**src/rtl/irq_ctrl.sv**
```systemverilog
// irq_ctrl: prioritised external interrupt controller; define IRQ_EDGE_EN for rising-edge pending instead of level.
module irq_ctrl #(
  parameter int N_IRQ = 8
) (
  input  logic             i_clk,
  input  logic             i_rst_n,
  input  logic [N_IRQ-1:0] i_irq,
  input  logic             i_we,
  input  logic [31:0]      i_addr,
  input  logic [31:0]      i_data,
  output logic [31:0]      o_data,
  input  logic             i_int_ack,
  input  logic             i_eret,
  output logic             o_interrupt,
  output logic [4:0]       o_irq_id,
  output logic             o_busy
);
  typedef enum logic [1:0] {IDLE, REQ, SERVICE} state_t;
  state_t r_state, w_next;
  logic [N_IRQ-1:0] r_s1, r_s2, r_pending, r_mask;
  logic [N_IRQ-1:0] w_set, w_clr, w_elig, w_id_oh;
  logic [4:0] r_irq_id, w_low;
  logic w_ack, w_unused;
  assign w_unused = ^i_data;
  always_ff @(posedge i_clk or negedge i_rst_n)
    if (!i_rst_n) begin
      r_s1 <= '0;
      r_s2 <= '0;
    end else begin
      r_s1 <= i_irq;
      r_s2 <= r_s1;
    end
`ifdef IRQ_EDGE_EN
  logic [N_IRQ-1:0] r_s3;
  always_ff @(posedge i_clk or negedge i_rst_n)
    if (!i_rst_n) r_s3 <= '0;
    else r_s3 <= r_s2;
  assign w_set = r_s2 & ~r_s3;
`else
  assign w_set = r_s2;
`endif
  assign w_id_oh = N_IRQ'(1) << r_irq_id;
  assign w_elig  = r_pending & r_mask;
  assign w_ack   = (r_state == REQ) && i_int_ack;
  // set is OR-ed in after the clear so a simultaneous set wins
  assign w_clr = ((i_we && i_addr == 32'd0) ? i_data[N_IRQ-1:0] : '0) | (w_ack ? w_id_oh : '0);
  always_comb begin
    w_low = '0;
    for (int k = N_IRQ - 1; k >= 0; k--)
      if (w_elig[k]) w_low = 5'(k);
  end
  always_ff @(posedge i_clk or negedge i_rst_n)
    if (!i_rst_n) begin
      r_pending <= '0;
      r_mask    <= '0;
    end else begin
      r_pending <= (r_pending & ~w_clr) | w_set;
      if (i_we && i_addr == 32'd1) r_mask <= i_data[N_IRQ-1:0];
    end
  always_ff @(posedge i_clk or negedge i_rst_n)
    if (!i_rst_n) begin
      r_state  <= IDLE;
      r_irq_id <= '0;
    end else begin
      r_state <= w_next;
      if (r_state == IDLE && |w_elig) r_irq_id <= w_low;
    end
  always_comb begin
    w_next = (r_state == IDLE) ? (|w_elig ? REQ : IDLE) :
             (r_state == REQ)  ? (i_int_ack ? SERVICE : (|(w_elig & w_id_oh) ? REQ : IDLE)) :
                                 (i_eret ? IDLE : SERVICE);
  end
  always_comb begin
    o_interrupt = (r_state == REQ);
    o_busy      = (r_state != IDLE);
    o_irq_id    = r_irq_id;
    o_data      = (i_addr == 32'd0) ? 32'(r_pending) :
                  (i_addr == 32'd1) ? 32'(r_mask) :
                  (i_addr == 32'd2) ? {o_busy, 26'd0, r_irq_id} : 32'd0;
  end
endmodule

```
**config.mk**
```make
export PLATFORM = sky130hd
export DESIGN_NAME = irq_ctrl
export DESIGN_NICKNAME = d
export VERILOG_FILES = /design/src/rtl/irq_ctrl.sv
export SDC_FILE = /design/constraint.sdc
export NUM_CORES = 1
export LEC_CHECK = 0
export CELL_PAD_IN_SITES_DETAIL_PLACEMENT = 1
export CELL_PAD_IN_SITES_GLOBAL_PLACEMENT = 1
export CORE_ASPECT_RATIO = 1.4
export CORE_MARGIN = 2
export CORE_UTILIZATION = 29
export CTS_CLUSTER_DIAMETER = 50
export CTS_CLUSTER_SIZE = 24
export DETAILED_ROUTE_END_ITERATION = 8
export PLACE_DENSITY = 0.84
export SLEW_MARGIN = 20
export SYNTH_ARGS = -nofsm -noshare
export SYNTH_HDL_FRONTEND = slang
export SYNTH_SLANG_ARGS = --single-unit
```
**constraint.sdc**
```tcl
create_clock -name i_clk -period 2.6 [get_ports i_clk]
set_input_delay 0.26 -clock i_clk [delete_from_list [all_inputs] [get_ports i_clk]]
set_output_delay 0.26 -clock i_clk [all_outputs]
set_load 0.02 [all_outputs]
```
==> metrics.md <==
| Metric | Value |
|---|---|
| Final period demand of the worst path | `approximately 2.4 ns` |
| RSZ-0062 raised after global routing | `false` |
| Vias per inst | `around 5` |
| Crit start category | `input port` |
| Clock Skew | `~0.011 ns` |
| Mux contribution to synthesized area | `0.08685` |
| Io pins | `roughly 120` |
| Hold crit path type | `register to register` |
| Sequential area share after synthesis | `0.4725` |
| Post-Synth Simple-Gate Area | `0.1871` |
| Total chip power | `1.151 mW` |
| CP max-delay cell | `clkdlybuf4s50_1` |
| Cell row count | `35` |
| Root Driver | `clkbuf_8` |
| Synth top area share | `0.4725` |
| CTS Hold Bufs | `0` |
| Drt drc | `0` |
| Synth-to-Final Area Change | `40.42%` |
| Initial Utilization | `0.2983` |
| Yosys warning count | `0` |
| DRT Pass-1 Iters | `4` |
| Sw Share | `0.2340` |
| Cell taking the most area after synthesis | `dfrtp_1` |
| Unique masters post-synth | `29` |
| Clock Path Buffers | `2` |
| Critical Path AT | `between 2 and 2.5 ns` |
| Ratio of cells with drive above 1 in the final layout | `0.1107` |
| Pwr per Cell Area | `418.4 nW/um^2` |
| Post-CTS setup buffer count | `0` |
| Post-Synth XOR/XNOR Area | `0` |
| Die height | `between 100 and 150 microns` |
| Routed Antenna Nets | `0` |
| Die X | `approximately 73 microns` |
| Slew margin rel. | `0.6222` |
| VDD IR-drop max | `about 0.25 mV` |
| Area contributors post-synth | `dfrtp_1 47%, buf_4 9.6%, mux2_2 4.6%` |
| Setup crit end kind | `output port` |
| Clk pwr share | `0.345` |
| Worst-Skew Late Latency | `about 0.29 ns` |
| FF+latch count, synth | `37` |
| Core ar. | `between 6000 and 7000 sq um` |
| Worst-Margin Slew | `0.5646 ns` |
| Final Hold Viols | `0` |
| CP Max Fanout | `6` |
| Sequential Power Share | `0.513` |
| Period utilization | `0.9422` |
| Required @ worst endpoint | `2.34 ns` |
| Logic pwr share | `0.142` |
| # diodes | `0` |
| Worst hold start | `r_s1[5]` |
| Critical path class | `input port to output port` |
| Vias | `around 1700` |
| Total CTS buffers | `5` |
| H-tree levels | `2` |
| Reg clk slew, reported paths | `around 0.070 ns` |
| Final slew viol count | `0` |
| Adder-cell share of the synthesized area | `0` |
| Initial antenna violation count | `0` |
| CTS tree | `yes` |
| Lkg Pwr | `1.191 nW` |
| GRT Overall Usage | `0.1631` |
| Netlist Area Pre-Place | `roughly 2000 sq um` |
| Total gr overflow | `0` |
| Main combinational cell family by area after synthesis | `simple AND/OR/NAND/NOR gates` |
| Post-synth ARST share | `1.000` |
| Post-synthesis cell count | `between 150 and 200` |
| CP Launch Point | `i_addr[7]` |
| Status | `finished, final reports clean` |
| Critical path, cell by cell | `clkdlybuf4s50_1 -> nor4_2 -> nand4_2 -> or2_2 -> nor3_1 -> dlygate4sd2_1` |
| Final #Nets | `roughly 350` |
| CP peak stage delay | `about 0.44 ns` |
| Finished Layout Cells | `345` |
| Fin Hold WS | `~0.34 ns` |
| Vias in the first global route | `about 1800` |
| CTS Sinks | `37` |
| Number of port buffers | `between 60 and 70` |
| Final GP Congestion | `0.8670` |
| Post-synth EDFFs | `0` |
| Flop2flop setup slack | `1.00 ns` |
| Switch Pwr | `0.2694 mW` |
| Post-DR wirelength/cell | `about 16 microns` |
| Global-route wire length before repair | `9087 microns` |
| Initial DRC Count | `70` |
| Fmax | `roughly 400 MHz` |
| Max_cap viols | `0` |
| Place WS | `-0.1517 ns` |
| Final setup violation count | `0` |
| Largest net degree at the start of global routing | `38` |
| Syn avg cell area | `between 9 and 10 sq um` |
| Worst Setup Slack, final | `~0.15 ns` |
| Cells after DPL | `between 300 and 400` |
| Worst reg2reg path startpoint | `o_irq_id[0]` |
| Compound-cell area share of the yosys netlist | `0.1367` |
| Total internal power | `a little under 0.9 mW` |
| Final core occ | `0.4189` |
| Number of gates resized after CTS | `13` |
| DRT Wirelength | `roughly 5500 microns` |
| HPWL Detailed | `approximately 4400 microns` |
| Fillers | `a little under 800` |
| Total die area | `between 7000 and 8000 sq um` |
| Synth Flop Type | `dfrtp_1` |
-- path summary, 6_finish.rpt --
check / endpoint / depth (start not counted)
max: o_data[7] / 6
min: r_s2[5] / 0
max reg2reg: r_state[0] / 4
min reg2reg: r_s2[5] / 0
max in group asynchronous: r_s2[2] / 2
min in group asynchronous: r_mask[6] / 2
-- metrics by stage --
| step | setup TNS, ns | instance area, sq um |
|---|---|---|
| after floorplan | 0 | 2049 |
| after global placement | -0.5142 | 2645 |
| after detailed placement | -1.095 | 2645 |
| after CTS | 0 | 2745 |
| after global routing | 0 | 2751 |
| final | 0 | 2751 |
-- per-layer routing --
metal	wire length (microns)	track usage	up-vias
met4	129	0.06294	0
met5	0	0	-
met3	245	0.03582	10
met2	3156	0.3022	52
met1	2001	0.1758	850
li1	-	-	808
-- critical path, delay by kind of cell --
family	cells	cell delay, ns
and+or+nand+nor	4	1.12
buffers and inverters	2	0.81
-- flip-flops by register name (all words and copies together), names as in the netlist --
| name | count |
|---|---|
| r_s2 | 8 |
| r_s1 | 8 |
| r_pending | 8 |
| r_mask | 8 |
| r_state | 2 |
| o_irq_id | 3 |
-- cell usage after synthesis (4+ instances only) --
master and number:
nand3_1 14, dfrtp_1 37, nor4_1 7, buf_4 25, o21bai_1 8, o31ai_1 4
nor2_1 12, o21ai_0 11, nand2b_1 4, inv_1 4, mux2i_1 8, clkbuf_1 6
mux2_2 8, nand2_1 11, nor3_1 14, a22oi_1 4, a21oi_1 7
-- cell type report --
| class | count | area [sq um] | area share |
|---|---|---|---|
| Multi-Input combinational cell | 150 | 929.6 | 0.3379 |
| Sequential cell | 37 | 925.9 | 0.3365 |
| Timing Repair Buffer | 73 | 701.9 | 0.2551 |
| Tap cell | 74 | 92.59 | 0.03365 |
| Clock buffer | 7 | 86.33 | 0.03138 |
| Inverter | 4 | 15.01 | 0.005457 |
-- power by group through the flow --
stage	logic (mW)	clock network, mW	registers [mW]
floorplan	0.0857	0	0.601
global placement	0.155	0	0.601
detailed placement	0.159	0	0.602
CTS	0.163	0.421	0.590
global route	0.176	0.449	0.592
finish	0.163	0.397	0.591
-- logic make-up after synthesis --
family | after synthesis
compound gates | 40
buf+inv | 35
flops | 37
mux | 16
other cells | 1
simple gates | 69
-- layout by cell type (no fill, tap or decap) --
| cell type | netlist | layout |
|---|---|---|
| clkdlybuf4s50_1 | 0 | 57 |
| dfrtp_1 | 37 | 37 |
| conb_1 | 1 | 25 |
| nor3_1 | 14 | 14 |
| nand3_1 | 14 | 14 |
| nor2_1 | 12 | 12 |
| nand2_1 | 11 | 11 |
| o21ai_0 | 11 | 11 |
| dlygate4sd2_1 | 0 | 9 |
| mux2i_1 | 8 | 8 |
| o21bai_1 | 8 | 8 |
| mux2_2 | 8 | 8 |
| a21oi_1 | 7 | 7 |
| buf_4 | 25 | 7 |
| clkbuf_8 | 0 | 6 |
| nor4_2 | 0 | 5 |
| inv_1 | 4 | 4 |
| o31ai_1 | 4 | 4 |
| nand2b_1 | 4 | 4 |
| a22oi_1 | 4 | 4 |
| nand4_2 | 2 | 2 |
| nor4_1 | 7 | 2 |
| nor2b_1 | 2 | 2 |
| or2_2 | 1 | 1 |
| o2111ai_1 | 1 | 1 |
| o2111a_1 | 1 | 1 |
| a41o_1 | 1 | 1 |
| o41ai_1 | 1 | 1 |
| nor4_4 | 1 | 1 |
| a32o_1 | 1 | 1 |
| and2_1 | 1 | 1 |
| a221oi_1 | 1 | 1 |
| clkbuf_1 | 6 | 1 |
No activity file was read; power rests on OpenSTA's default activity.
